$ cat config.mk
export PLATFORM = sky130hd
export DESIGN_NAME = tuner_sequencer_flat
export DESIGN_NICKNAME = d
export VERILOG_FILES = /design/src/rtl/tuner_pkg.sv /design/src/rtl/tuner_sequencer_if.sv /design/src/rtl/tuner_cycle_timer.sv /design/src/rtl/tuner_sequencer.sv /design/src/flat_wrapper.sv
export SDC_FILE = /design/constraint.sdc
export NUM_CORES = 1
export LEC_CHECK = 0
export CAP_MARGIN = 10
export CORE_ASPECT_RATIO = 1.25
export CORE_MARGIN = 2
export CORE_UTILIZATION = 48
export DETAILED_ROUTE_END_ITERATION = 8
export GPL_TIMING_DRIVEN = 0
export PLACE_DENSITY = 0.8
export SYNTH_ARGS = -nofsm -noshare
export SYNTH_HDL_FRONTEND = slang
export SYNTH_SLANG_ARGS = --single-unit
$ cat constraint.sdc
create_clock -name CLOCK_50 -period 2.1 [get_ports CLOCK_50]
set_input_delay 0.315 -clock CLOCK_50 [delete_from_list [all_inputs] [get_ports CLOCK_50]]
set_output_delay 0.315 -clock CLOCK_50 [all_outputs]
set_load 0.02 [all_outputs]
$ cat src/rtl/tuner_pkg.sv
// rtl/tuner_pkg.sv - shared types and widths for the tuner sequencer
package tuner_pkg;

  localparam int NOTE_W  = 6;
  localparam int PITCH_W = 2;
  localparam logic [PITCH_W-1:0] PITCH_NEUTRAL = 2'b00;

  typedef enum logic [2:0] {
    S_IDLE,
    S_CAPTURE,
    S_DETECT,
    S_HOLD,
    S_PLAY
  } tuner_state_t;

endpackage

$ cat src/rtl/tuner_sequencer_if.sv
// rtl/tuner_sequencer_if.sv - handshake and display signals between the sequencer and its datapath
interface tuner_sequencer_if;
  import tuner_pkg::*;

  logic               enable;
  logic               play_mode;
  logic               cap_start;
  logic               cap_done;
  logic               det_start;
  logic               det_done;
  logic [NOTE_W-1:0]  det_note;
  logic [PITCH_W-1:0] det_pitch;
  logic [NOTE_W-1:0]  mouse_note;
  logic [NOTE_W-1:0]  disp_note;
  logic [PITCH_W-1:0] disp_pitch;
  logic               disp_valid;
  logic               busy;
  logic               timeout_err;

  modport master (
    input  enable, play_mode, cap_done, det_done, det_note, det_pitch, mouse_note,
    output cap_start, det_start, disp_note, disp_pitch, disp_valid, busy, timeout_err
  );

  modport slave (
    output enable, play_mode, cap_done, det_done, det_note, det_pitch, mouse_note,
    input  cap_start, det_start, disp_note, disp_pitch, disp_valid, busy, timeout_err
  );

endinterface

$ cat src/rtl/tuner_cycle_timer.sv
// rtl/tuner_cycle_timer.sv - loadable down-counter with zero flag, shared by timeout and hold
module tuner_cycle_timer #(
  parameter int CNT_W = 24
) (
  input  logic             clk_i,
  input  logic             rst_i,
  input  logic             load_i,
  input  logic [CNT_W-1:0] load_val_i,
  output logic             zero_o
);

  logic [CNT_W-1:0] count_q;

  always_ff @(posedge clk_i or posedge rst_i) begin
    if (rst_i) begin
      count_q <= '0;
    end else if (load_i) begin
      count_q <= load_val_i;
    end else if (count_q != '0) begin
      count_q <= count_q - 1'b1;
    end
  end

  assign zero_o = (count_q == '0);

endmodule

$ cat src/rtl/tuner_sequencer.sv
// rtl/tuner_sequencer.sv - capture/detect/hold measurement sequencer with tune/play display arbitration
// Optional detection stability filter: TUNER_STABLE_FILTER_EN
module tuner_sequencer
  import tuner_pkg::*;
#(
  parameter int HOLD_CYCLES    = 8333334,
  parameter int TIMEOUT_CYCLES = 16777215,
  parameter int CNT_W          = 24,
  parameter int STABLE_COUNT   = 3
) (
  input  logic               CLOCK_50,
  input  logic               reset,
  tuner_sequencer_if.master  bus
);

  localparam logic [CNT_W-1:0] HOLD_LOAD    = CNT_W'(HOLD_CYCLES - 1);
  localparam logic [CNT_W-1:0] TIMEOUT_LOAD = CNT_W'(TIMEOUT_CYCLES - 1);

  if (HOLD_CYCLES < 1 || TIMEOUT_CYCLES < 1 || STABLE_COUNT < 1 || STABLE_COUNT > 255 ||
      longint'(HOLD_CYCLES - 1) >= (longint'(1) << CNT_W) ||
      longint'(TIMEOUT_CYCLES - 1) >= (longint'(1) << CNT_W)) begin : g_param_check
    $error("tuner_sequencer: parameter out of range");
  end

  tuner_state_t       state_q;
  logic               cap_start_q, det_start_q, disp_valid_q, busy_q, timeout_err_q;
  logic [NOTE_W-1:0]  disp_note_q;
  logic [PITCH_W-1:0] disp_pitch_q;

  logic               tmr_load, tmr_zero;
  logic [CNT_W-1:0]   tmr_load_val;
  logic               det_accept, take_det;

  // play_mode overrides any pending handshake, so a done pulse only counts without it
  assign det_accept = (state_q == S_DETECT) && !bus.play_mode && bus.det_done;

  always_comb begin
    tmr_load     = 1'b0;
    tmr_load_val = TIMEOUT_LOAD;
    case (state_q)
      S_IDLE:    tmr_load = !bus.play_mode && bus.enable;
      S_CAPTURE: tmr_load = !bus.play_mode && bus.cap_done;
      S_DETECT: begin
        tmr_load     = det_accept;
        tmr_load_val = HOLD_LOAD;
      end
      default: ;
    endcase
  end

  tuner_cycle_timer #(.CNT_W(CNT_W)) u_timer (
    .clk_i      (CLOCK_50),
    .rst_i      (reset),
    .load_i     (tmr_load),
    .load_val_i (tmr_load_val),
    .zero_o     (tmr_zero)
  );

`ifdef TUNER_STABLE_FILTER_EN
  logic [NOTE_W-1:0] prev_note_q;
  logic              prev_valid_q;
  logic [7:0]        match_q, match_d;

  always_comb begin
    if (prev_valid_q && (bus.det_note == prev_note_q)) begin
      match_d = (match_q >= 8'(STABLE_COUNT)) ? match_q : match_q + 8'd1;
    end else begin
      match_d = 8'd1;
    end
    take_det = (match_d == 8'(STABLE_COUNT));
  end

  always_ff @(posedge CLOCK_50 or posedge reset) begin
    if (reset) begin
      prev_note_q  <= '0;
      prev_valid_q <= 1'b0;
      match_q      <= '0;
    end else if (det_accept) begin
      prev_note_q  <= bus.det_note;
      prev_valid_q <= 1'b1;
      match_q      <= match_d;
    end
  end
`else
  assign take_det = 1'b1;
`endif

  always_ff @(posedge CLOCK_50 or posedge reset) begin
    if (reset) begin
      state_q       <= S_IDLE;
      cap_start_q   <= 1'b0;
      det_start_q   <= 1'b0;
      disp_note_q   <= '0;
      disp_pitch_q  <= PITCH_NEUTRAL;
      disp_valid_q  <= 1'b0;
      busy_q        <= 1'b0;
      timeout_err_q <= 1'b0;
    end else begin
      cap_start_q <= 1'b0;
      det_start_q <= 1'b0;
      busy_q      <= 1'b0;
      case (state_q)
        S_IDLE: begin
          if (bus.play_mode) begin
            state_q <= S_PLAY;
          end else if (bus.enable) begin
            state_q     <= S_CAPTURE;
            cap_start_q <= 1'b1;
            busy_q      <= 1'b1;
          end
        end
        S_CAPTURE: begin
          if (bus.play_mode) begin
            state_q <= S_PLAY;
          end else if (bus.cap_done) begin
            state_q     <= S_DETECT;
            det_start_q <= 1'b1;
            busy_q      <= 1'b1;
          end else if (tmr_zero) begin
            state_q       <= S_IDLE;
            timeout_err_q <= 1'b1;
          end else begin
            busy_q <= 1'b1;
          end
        end
        S_DETECT: begin
          if (bus.play_mode) begin
            state_q <= S_PLAY;
          end else if (bus.det_done) begin
            state_q <= S_HOLD;
            if (take_det) begin
              disp_note_q  <= bus.det_note;
              disp_pitch_q <= bus.det_pitch;
              disp_valid_q <= 1'b1;
            end
          end else if (tmr_zero) begin
            state_q       <= S_IDLE;
            timeout_err_q <= 1'b1;
          end else begin
            busy_q <= 1'b1;
          end
        end
        S_HOLD: begin
          if (bus.play_mode) begin
            state_q <= S_PLAY;
          end else if (tmr_zero) begin
            state_q <= S_IDLE;
          end
        end
        S_PLAY: begin
          disp_note_q  <= bus.mouse_note;
          disp_pitch_q <= PITCH_NEUTRAL;
          disp_valid_q <= 1'b1;
          if (!bus.play_mode) begin
            state_q <= S_IDLE;
          end
        end
        default: state_q <= S_IDLE;
      endcase
    end
  end

  assign bus.cap_start   = cap_start_q;
  assign bus.det_start   = det_start_q;
  assign bus.disp_note   = disp_note_q;
  assign bus.disp_pitch  = disp_pitch_q;
  assign bus.disp_valid  = disp_valid_q;
  assign bus.busy        = busy_q;
  assign bus.timeout_err = timeout_err_q;

endmodule

$ cat src/flat_wrapper.sv
// flat-port wrapper written by rule: the top's interface ports become plain ports
module tuner_sequencer_flat import tuner_pkg::*;
#(
  parameter int HOLD_CYCLES    = 8333334,
  parameter int TIMEOUT_CYCLES = 16777215,
  parameter int CNT_W          = 24,
  parameter int STABLE_COUNT   = 3
)
  (CLOCK_50, reset, bus_enable, bus_play_mode, bus_cap_done, bus_det_done, bus_det_note, bus_det_pitch, bus_mouse_note, bus_cap_start, bus_det_start, bus_disp_note, bus_disp_pitch, bus_disp_valid, bus_busy, bus_timeout_err);
  tuner_sequencer_if bus_i ();
  input  logic CLOCK_50;
  input  logic reset;
  input wire logic [$bits(bus_i.enable)-1:0] bus_enable;
  input wire logic [$bits(bus_i.play_mode)-1:0] bus_play_mode;
  input wire logic [$bits(bus_i.cap_done)-1:0] bus_cap_done;
  input wire logic [$bits(bus_i.det_done)-1:0] bus_det_done;
  input wire logic [$bits(bus_i.det_note)-1:0] bus_det_note;
  input wire logic [$bits(bus_i.det_pitch)-1:0] bus_det_pitch;
  input wire logic [$bits(bus_i.mouse_note)-1:0] bus_mouse_note;
  output wire logic [$bits(bus_i.cap_start)-1:0] bus_cap_start;
  output wire logic [$bits(bus_i.det_start)-1:0] bus_det_start;
  output wire logic [$bits(bus_i.disp_note)-1:0] bus_disp_note;
  output wire logic [$bits(bus_i.disp_pitch)-1:0] bus_disp_pitch;
  output wire logic [$bits(bus_i.disp_valid)-1:0] bus_disp_valid;
  output wire logic [$bits(bus_i.busy)-1:0] bus_busy;
  output wire logic [$bits(bus_i.timeout_err)-1:0] bus_timeout_err;
  assign bus_i.enable = bus_enable;
  assign bus_i.play_mode = bus_play_mode;
  assign bus_i.cap_done = bus_cap_done;
  assign bus_i.det_done = bus_det_done;
  assign bus_i.det_note = bus_det_note;
  assign bus_i.det_pitch = bus_det_pitch;
  assign bus_i.mouse_note = bus_mouse_note;
  assign bus_cap_start = bus_i.cap_start;
  assign bus_det_start = bus_i.det_start;
  assign bus_disp_note = bus_i.disp_note;
  assign bus_disp_pitch = bus_i.disp_pitch;
  assign bus_disp_valid = bus_i.disp_valid;
  assign bus_busy = bus_i.busy;
  assign bus_timeout_err = bus_i.timeout_err;
  tuner_sequencer #(.HOLD_CYCLES(HOLD_CYCLES), .TIMEOUT_CYCLES(TIMEOUT_CYCLES), .CNT_W(CNT_W), .STABLE_COUNT(STABLE_COUNT)) u_core (.CLOCK_50(CLOCK_50), .reset(reset), .bus(bus_i));
endmodule
; Word-level counts from Yosys, hierarchy flattened
; Index checks and enable logic that the tools add are counted.
[word_totals]
ff_bits = 40
output_inout_bits = 13
wordCells = 76
[op_classes]
n_addsub = 1
n_eq_ne = 11
muxes = 41
n_reduce_logical = 14
[ops]
columns = cell, n
row1 = $mux 24, 3
row2 = $mux 3, 9
row3 = $logic_not 24->1, 1
row4 = $reduce_bool 24->1, 1
row5 = $sub 24x1->24 const B, 1
row6 = $mux 1, 18
row7 = $pmux 3 s5, 1
row8 = $mux 6, 2
row9 = $ne 2x2->1 const B, 6
row10 = $pmux 6 s2, 1
row11 = $eq 3x2->1 const B, 2
row12 = $pmux 1 s3, 2
row13 = $reduce_bool 2->1, 3
row14 = $reduce_and 5->1, 1
row15 = $logic_and 1x1->1, 4
row16 = $mux 2, 2
row17 = $pmux 1 s2, 2
row18 = $pmux 2 s2, 1
row19 = $eq 3x1->1 const B, 1
row20 = $eq 3x3->1 const B, 1
row21 = $logic_not 3->1, 1
row22 = $ne 3x3->1 const B, 1
row23 = $reduce_and 3->1, 1
row24 = $reduce_and 2->1, 1
row25 = $logic_not 1->1, 1

; Depth between registers and ports, before layout
; Gate-level depths: netlist of the first run.
[logic_depth]
depth_word = 5
mapped_depth = 7

; Hierarchy
; Synthesis of the first run repeated with hierarchy kept, for this count alone.
[hier_totals]
cells_unflattened = 252
hier_area_um2 = 2397.3
[by_module_without_submodules]
columns = mod, n_inst, cells_per_inst, area_per_inst_um2, seq_area_each_um2
row1 = tuner_cycle_timer, 1, 178, 1581.5, 600.6
row2 = tuner_sequencer, 1, 74, 815.8, 400.4

; Least setup slack after synthesis of the first run
; OpenSTA, ideal clock, no wires.
[synth_timing]
kind = register -> register
startpoint = reg u_core.u_timer.count_q[0]
endpoint = reg u_core.u_timer.count_q[18]
setup_time_ps = 132
arrival_ps = 1882
t_required_ps = 1968
path_slack_ps = 86
path_stages_with_launch = 8
path_buffers = 1
period_less_slack_ps = 2014
path_cell_list = dfrtp_1 -> inv_1 -> ha_1 -> nor3b_1 -> and4_1 -> buf_2 -> a31oi_1 -> or3b_1
[synth_via]
elab_chain_cells = 3
elab_cells_between_ends = 5
cone_classes = add/sub: 1 / mux: 2 / reduce/logical: 2
[synth_lines]
columns = element, line_no
row1 = from (decl), tuner_cycle_timer.sv:12  ; logic [CNT_W-1:0] count_q;
row2 = from (signal assigned), tuner_cycle_timer.sv:18  ; count_q <= load_val_i;
row3 = from (signal assigned), tuner_cycle_timer.sv:20  ; count_q <= count_q - 1'b1;
row4 = $sub 24x1->24, tuner_cycle_timer.sv:20
row5 = $mux 24, tuner_cycle_timer.sv:19  ; end else if (count_q != '0) begin
row6 = $mux 24, tuner_cycle_timer.sv:17  ; end else if (load_i) begin
; Several ways; a longest one is shown, not always the timed one. The select of a mux whose other input is x is not followed.
; A chain may end at the register's enable or synchronous reset.

; Worst setup path in the final report of the first run
[layout_timing]
startpoint = reg u_core.u_timer.count_q[0]
endpoint = reg u_core.u_timer.count_q[21]
; The elaborated chain is that of the path after synthesis.

==> impl_metrics.tcl, run 1 <==
set metrics [dict create \
    die_area_um2 5080 \
    placement.cell_area_um2 2560 \
    grt_overflow_total 0 \
    syn-cell-area_um2 2170 \
    register_area_um2 1000 \
    tritoncts "yes" \
    grt_pass1_wl_um 8540 \
    result_of_the_run "finished, final reports clean" \
    final_slew_violations 0 \
    crit_arrival_ps 2240 \
    dieHeight_um 79.2 \
    detail_route.vias_per_cell 5.72 \
    report.final.hold_viol_count 0 \
    vias 1854 \
    cts.reportedPaths.clkPinSlew_ps 80 \
    fin_worst_skew_ps 6.47 \
    yosys.area.top_type "dfrtp_1" \
    critPathLaunchType "flop" \
    cp_max_fo 6 \
    period_minus_slack_ps 2010 \
    ys_top_cells_by_area "dfrtp_1 (46%), mux2i_1 (6.5%), o21ai_0 (4.2%), nor2_1 (4.0%), and3_1 (2.6%)" \
    postSynthNetCount 241 \
    ys.warnings.count 0 \
    synth_async_sr_flop_share_pct 100 \
    yosys_most_used_dff "dfrtp_1" \
    die_x_um 64.1 \
    timing.critical_path.slowest_cell_delay_ps 430 \
    gp_routability_congestion 0.798 \
    worst_ir_drop_vdd_mv 0.594 \
    timing.fmax_mhz 496 \
    number_of_instances_in_the_synthesized_netlist 220 \
    drt_first_iter_violations 98 \
    timing_worst_slew_pin_value_ps 829 \
    totalWireLength_um 5020 \
    place_ws_ps -406 \
    place_hpwl_um 3420 \
    yosysUniqueCellTypes 51 \
    initial_antenna_violation_count 0 \
    cts-root-buf "clkbuf_8" \
    final_routed_drc_violation_total 0 \
    maxCapViolCount 0 \
    cpMaxStageDelayCell "dfrtp_2" \
    postLayoutCoreUtil_pct 63.8 \
    synth.avg_cell_area_um2 9.86 \
    pin_count_of_the_biggest_net_entering_global_routing 41 \
    num_rows 27 \
    worst_hold_path_type "reg2reg" \
    p_leak_nw 1.05 \
    final_net_count 286 \
    stdcell_count 324 \
    critPathKind "reg2reg" \
    worst_path_dominant_cell_family "simple AND/OR/NAND/NOR gates" \
    cp_num_buf_inv 1 \
    drtAntennaViolNets 0 \
    clock_sinks 40 \
    yosys_register_bits 40 \
    groute.usage.overall_pct 21.4 \
    drive_above_1_share_pct 17.7 \
    areaGrowthSynthToFinish_pct 29.1 \
    final_area_um2 2800 \
    detail_route.wl_per_cell_um 15.5 \
    max_slew_margin_pct 44.6 \
    cp.required_ps 2330 \
    fillerInstances 355 \
    drt_pass1_iterations 4 \
    period_share_pct 95.9 \
    initial_core_util_pct 49.4 \
    place.detailed.instances 310 \
    vias_in_the_first_global_route 1838 \
    edff_count_synth 0 \
    antennaDiodeCount 0 \
    proportion_of_netlist_area_held_by_the_largest_area_contributor_pct 46.1 \
    multi_input_comb_area_um2 1140 \
    synth_sequential_area_ratio_pct 46.1 \
    io_pins 33 \
    setup_slack_ps 85.6 \
    timing.critical_path.to_type "flop" \
    critical_path.cell_chain "buf_12, nor4_4, nand4_1, a211oi_2, mux2i_1" \
    buffer_ports.inserted 32 \
    finalSetupViolations 0 \
    power_per_cell_area_nw_per_um2 703 \
    coreArea_um2 4390 \
    cts_max_path_buffers 2 \
    tritoncts.num_buffers 5 \
    number_of_h_tree_levels 2 \
    cts-hold-fix-buffers 0 \
    insertion_delay_to_the_later_sink_of_the_worst_skew_pair_ps 300 \
]
## layout make-up
cell class / count / area share (%)
clock inverter: 2 / 0.536
buffer: 10 / 2.59
multi-input combinational: 161 / 40.6
inverter: 8 / 1.07
tap: 58 / 2.59
sequential: 40 / 35.9
clock buffer: 6 / 2.95
timing repair buffer: 39 / 13.8
## layer usage
metal	up-vias	wire, µm	part of all wire (%)	GRT usage (%)
li1	898	-	-	-
met1	890	2060	41	24.9
met2	57	2620	52	38.0
met3	9	269	5.4	5.52
met4	0	80	1.6	7.45
met5	-	0	0	0
## stage by stage
stage / hold slack, ps / TNS [ps] / power [W]
5_1_grt: 517 / -82.5 / 0.00208
4_1_cts: 492 / 0 / 0.00193
3_5_place_dp: 460 / -8370 / 0.00135
6_report: 484 / 0 / 0.00197
3_3_place_gp: 452 / -8820 / 0.00134
2_1_floorplan: 444 / 0 / 0.00119
## Yosys cell counts, drive strengths merged, types with 5 or more instances
library cell  count
nor2             23
o21ai            19
nand3             5
a211oi            5
nor3              6
a21oi            11
dfrtp            40
inv               8
nand4             5
and3              9
nor4             11
clkbuf            6
mux2i            14
xor2              5
## report_power, final
part | total [W] | switching [W] | internal (W)
Combinational | 0.000447 | 0.000206 | 0.000241
Sequential | 0.000970 | 0.000115 | 0.000855
Clock | 0.000550 | 0.000285 | 0.000266
## worst register-to-register path, cell delays in order (launching register included)
cell and delay (ps):
dfrtp_2 430, buf_12 130, nor4_4 430, nand4_1 350, a211oi_2 380, mux2i_1 220
## flip-flops by register name, summed over array words and instances, names as in the netlist
name	count
u_core.bus.busy	1
u_core.bus.cap_start	1
u_core.bus.det_start	1
u_core.bus.disp_note	6
u_core.bus.disp_pitch	2
u_core.bus.disp_valid	1
u_core.bus.timeout_err	1
u_core.state_q	3
u_core.u_timer.count_q	24
## path summary, 6_finish.rpt
kind	from	slack (ps)	endpoint	cells after the start
setup / recovery	u_core.u_timer.count_q[0]$_DFFE_PP0P_	90	u_core.u_timer.count_q[21]$_DFFE_PP0P_	5
hold / removal	u_core.bus.disp_valid$_DFFE_PP0P_	480	u_core.bus.disp_valid$_DFFE_PP0P_	1
setup reg to reg	u_core.u_timer.count_q[0]$_DFFE_PP0P_	90	u_core.u_timer.count_q[21]$_DFFE_PP0P_	5
hold reg to reg	u_core.bus.disp_valid$_DFFE_PP0P_	480	u_core.bus.disp_valid$_DFFE_PP0P_	1
max in group asynchronous	reset	1020	u_core.u_timer.count_q[0]$_DFFE_PP0P_	2
min in group asynchronous	reset	490	u_core.bus.disp_note[2]$_DFFE_PP0P_	2
## placed cells by master, fill, tap and decap left out, types with 6 or more instances in the layout
master	n
a21oi_1	11
mux2i_1	14
clkbuf_8	8
buf_4	6
clkdlybuf4s50_1	32
inv_1	7
nor2_1	22
dfrtp_1	37
and3_1	9
nor4_1	7
nor3_1	6
o21ai_0	18
## cells by family after synthesis
group / Yosys count / share of synthesized area, %
adder cells (fa/ha/maj): 1 / 0.577
AND/OR/NAND/NOR: 88 / 24.0
multiplexers: 15 / 6.98
XOR/XNOR: 8 / 3.23
flip-flops: 40 / 46.1
AO/OA/AOI/OAI: 49 / 14.2
buffers and inverters: 19 / 4.79
## repair_timing
action / CTS / global route
endpoints found under the hold margin: 0 / 0
setup endpoints to repair: 27 / 26
setup buffers: 0 / 7
resized for setup: 8 / 10
pin swaps: 0 / 2
No activity file was read; power rests on OpenSTA's default activity.
==> run 2, diff against run 1 <==
--- a/config.mk
+++ b/config.mk
@@ -10,6 +10,7 @@
 export CORE_MARGIN = 2
 export CORE_UTILIZATION = 48
 export DETAILED_ROUTE_END_ITERATION = 8
+export GPL_ROUTABILITY_DRIVEN = 0
 export GPL_TIMING_DRIVEN = 0
 export PLACE_DENSITY = 0.8
 export SYNTH_ARGS = -nofsm -noshare
==> results of run 2 <==
Final layout, timing and power as in run 1 (identical DEF).
==> run 3, diff against run 2 <==
--- a/config.mk
+++ b/config.mk
@@ -6,12 +6,15 @@
 export NUM_CORES = 1
 export LEC_CHECK = 0
 export CAP_MARGIN = 10
+export CELL_PAD_IN_SITES_DETAIL_PLACEMENT = 1
+export CELL_PAD_IN_SITES_GLOBAL_PLACEMENT = 1
 export CORE_ASPECT_RATIO = 1.25
 export CORE_MARGIN = 2
-export CORE_UTILIZATION = 48
+export CORE_UTILIZATION = 37
 export DETAILED_ROUTE_END_ITERATION = 8
 export GPL_ROUTABILITY_DRIVEN = 0
 export GPL_TIMING_DRIVEN = 0
+export HOLD_SLACK_MARGIN = 0.15
 export PLACE_DENSITY = 0.8
 export SYNTH_ARGS = -nofsm -noshare
 export SYNTH_HDL_FRONTEND = slang
==> impl_metrics.tcl, run 3 (synthesized netlist as in run 1, its figures left out) <==
set metrics [dict create \
    p_leak_nw 1.05 \
    areaGrowthSynthToFinish_pct 29.0 \
    grt_pass1_wl_um 9470 \
    detail_route.wl_per_cell_um 17.6 \
    timing.critical_path.slowest_cell_delay_ps 560 \
    register_area_um2 1010 \
    postLayoutCoreUtil_pct 48.7 \
    num_rows 31 \
    fillerInstances 659 \
    crit_arrival_ps 2180 \
    drt_pass1_iterations 4 \
    initial_antenna_violation_count 0 \
    tritoncts "yes" \
    final_area_um2 2800 \
    largest-register "u_core.u_timer.count_q" \
    largest_register_ffs 24 \
    reg2regPathDepth 4 \
    timing_worst_slew_pin_value_ps 849 \
    gr-max-usage-layer "met2" \
    reg2reg_to "u_core.u_timer.count_q[22]$_DFFE_PP0P_" \
    hold_start "u_core.bus.disp_valid$_DFFE_PP0P_" \
    drtAntennaViolNets 0 \
    gate_power_share_pct 24.2 \
    p_switching_w 0.000620 \
    antennaDiodeCount 0 \
    pin_count_of_the_biggest_net_entering_global_routing 41 \
    hold-path-cell-count 1 \
    maxCapViolCount 0 \
    drt_first_iter_violations 67 \
    cts-root-buf "clkbuf_8" \
    cts.reportedPaths.clkPinSlew_ps 80 \
    vias_in_the_first_global_route 1956 \
    insertion_delay_to_the_later_sink_of_the_worst_skew_pair_ps 300 \
    coreArea_um2 5740 \
    clock_power_share_pct 26.3 \
    io_pins 33 \
    critPathKind "reg2reg" \
    groute.layer.met1.usage_pct 22.5 \
    worst_hold_path.endpoint "u_core.bus.disp_valid$_DFFE_PP0P_" \
    period_share_pct 95.1 \
    final_net_count 287 \
    drive_above_1_share_pct 18.8 \
    die_area_um2 6500 \
    grt_util_met2_pct 33.8 \
    dieHeight_um 89.6 \
    worst_hold_path_type "reg2reg" \
    groute.usage.overall_pct 18.9 \
    number_of_h_tree_levels 2 \
    final_cell_mix "dfrtp_1 (36), clkdlybuf4s50_1 (32), nor2_1 (22)" \
    cp_max_fo 6 \
    initial_core_util_pct 37.8 \
    finalSetupViolations 0 \
    clock_sinks 40 \
    placement.cell_area_um2 2570 \
    final_common_cell "dfrtp_1" \
    cts-hold-fix-buffers 0 \
    timing.fmax_mhz 500 \
    die_x_um 72.5 \
    detail_route.vias_per_cell 5.76 \
    grt_overflow_total 0 \
    setup.reg_to_reg.worst_slack_ps 100 \
    final_routed_drc_violation_total 0 \
    final_slew_violations 0 \
    cellInternalPower_w 0.00133 \
    timing.critical_path.to_type "flop" \
    period_minus_slack_ps 2000 \
    netSwitchingFraction_pct 31.9 \
    worst_ir_drop_vdd_mv 0.425 \
    power_frac_seq_pct 49.5 \
    critPathLaunchType "flop" \
    fin_worst_skew_ps 8.95 \
    max_slew_margin_pct 43.3 \
    cp.required_ps 2290 \
    totalWireLength_um 5840 \
    report.final.hold_viol_count 0 \
    tritoncts.num_buffers 5 \
    rr_startpoint "u_core.u_timer.count_q[16]$_DFFE_PP0P_" \
    result_of_the_run "finished, final reports clean" \
    multi_input_comb_area_um2 1150 \
    power_per_cell_area_nw_per_um2 695 \
    place_hpwl_um 3920 \
    cpMaxStageDelayCell "or4_4" \
    vias 1913 \
    buffer_ports.inserted 32 \
    cts_max_path_buffers 2 \
    critical_path.cell_chain "or4_4, or3_4, o21ai_0, or3b_1" \
    met3_usage_pct 4.58 \
]
## run 3: repair_timing
item | 4_1_cts | 5_1_grt
setup buffers | 0 | 9
pin swaps | 0 | 2
endpoints found under the setup margin | 28 | 31
gates resized for setup | 8 | 12
## run 3: how the worst max path moves through the flow
stage | startpoint | to | slack [ps]
after floorplan | u_core.u_timer.count_q[0]$_DFFE_PP0P_ | u_core.u_timer.count_q[18]$_DFFE_PP0P_ | 90
after global placement | u_core.u_timer.count_q[0]$_DFFE_PP0P_ | u_core.u_timer.count_q[5]$_DFFE_PP0P_ | -440
after detailed placement | u_core.u_timer.count_q[0]$_DFFE_PP0P_ | u_core.u_timer.count_q[5]$_DFFE_PP0P_ | -470
after CTS | u_core.u_timer.count_q[0]$_DFFE_PP0P_ | u_core.u_timer.count_q[5]$_DFFE_PP0P_ | -10
after global routing | u_core.u_timer.count_q[4]$_DFFE_PP0P_ | u_core.u_timer.count_q[20]$_DFFE_PP0P_ | -2
final | u_core.u_timer.count_q[16]$_DFFE_PP0P_ | u_core.u_timer.count_q[22]$_DFFE_PP0P_ | 100
## run 3: power by group through the flow
stage               sequential [W]  combinational (W)  clock, W
floorplan                 0.000974           0.000214         0
global placement          0.000948           0.000395         0
detailed placement        0.000955           0.000408         0
CTS                       0.000954           0.000416  0.000512
global route              0.000975           0.000521  0.000545
finish                    0.000963           0.000472  0.000511
## run 3: stage by stage
| step | power [W] | setup TNS, ps | cells | hold WS, ps | setup WS [ps] |
|---|---|---|---|---|---|
| 2_1_floorplan | 0.00119 | 0 | 220 | 444 | 86.1 |
| 3_3_place_gp | 0.00134 | -11810 | 318 | 457 | -443 |
| 3_5_place_dp | 0.00136 | -9660 | 318 | 462 | -472 |
| 4_1_cts | 0.00188 | -12.7 | 324 | 482 | -12.7 |
| 5_1_grt | 0.00204 | -1.96 | 332 | 488 | -1.96 |
| 6_report | 0.00195 | 0 | 332 | 478 | 102 |
## run 3: area by class of cell
type,instances,share of cell area [%]
clock buffer,6,2.59
tap,66,2.95
inverter,8,1.07
sequential,40,36.0
multi-input combinational,161,41.0
clock inverter,1,0.179
buffer,9,2.37
timing repair buffer,41,13.9
## run 3: per-layer routing
layer | up-vias | share of wire [%]
met5 | - | 0
met1 | 967 | 41
met3 | 8 | 4.5
li1 | 896 | -
met2 | 42 | 53
met4 | 0 | 1.4
## run 3: critical path, delay by kind of cell (launching register included)
family,cells,cell delay [ps]
compound gates,1,160
simple gates,3,1270
flops,1,450
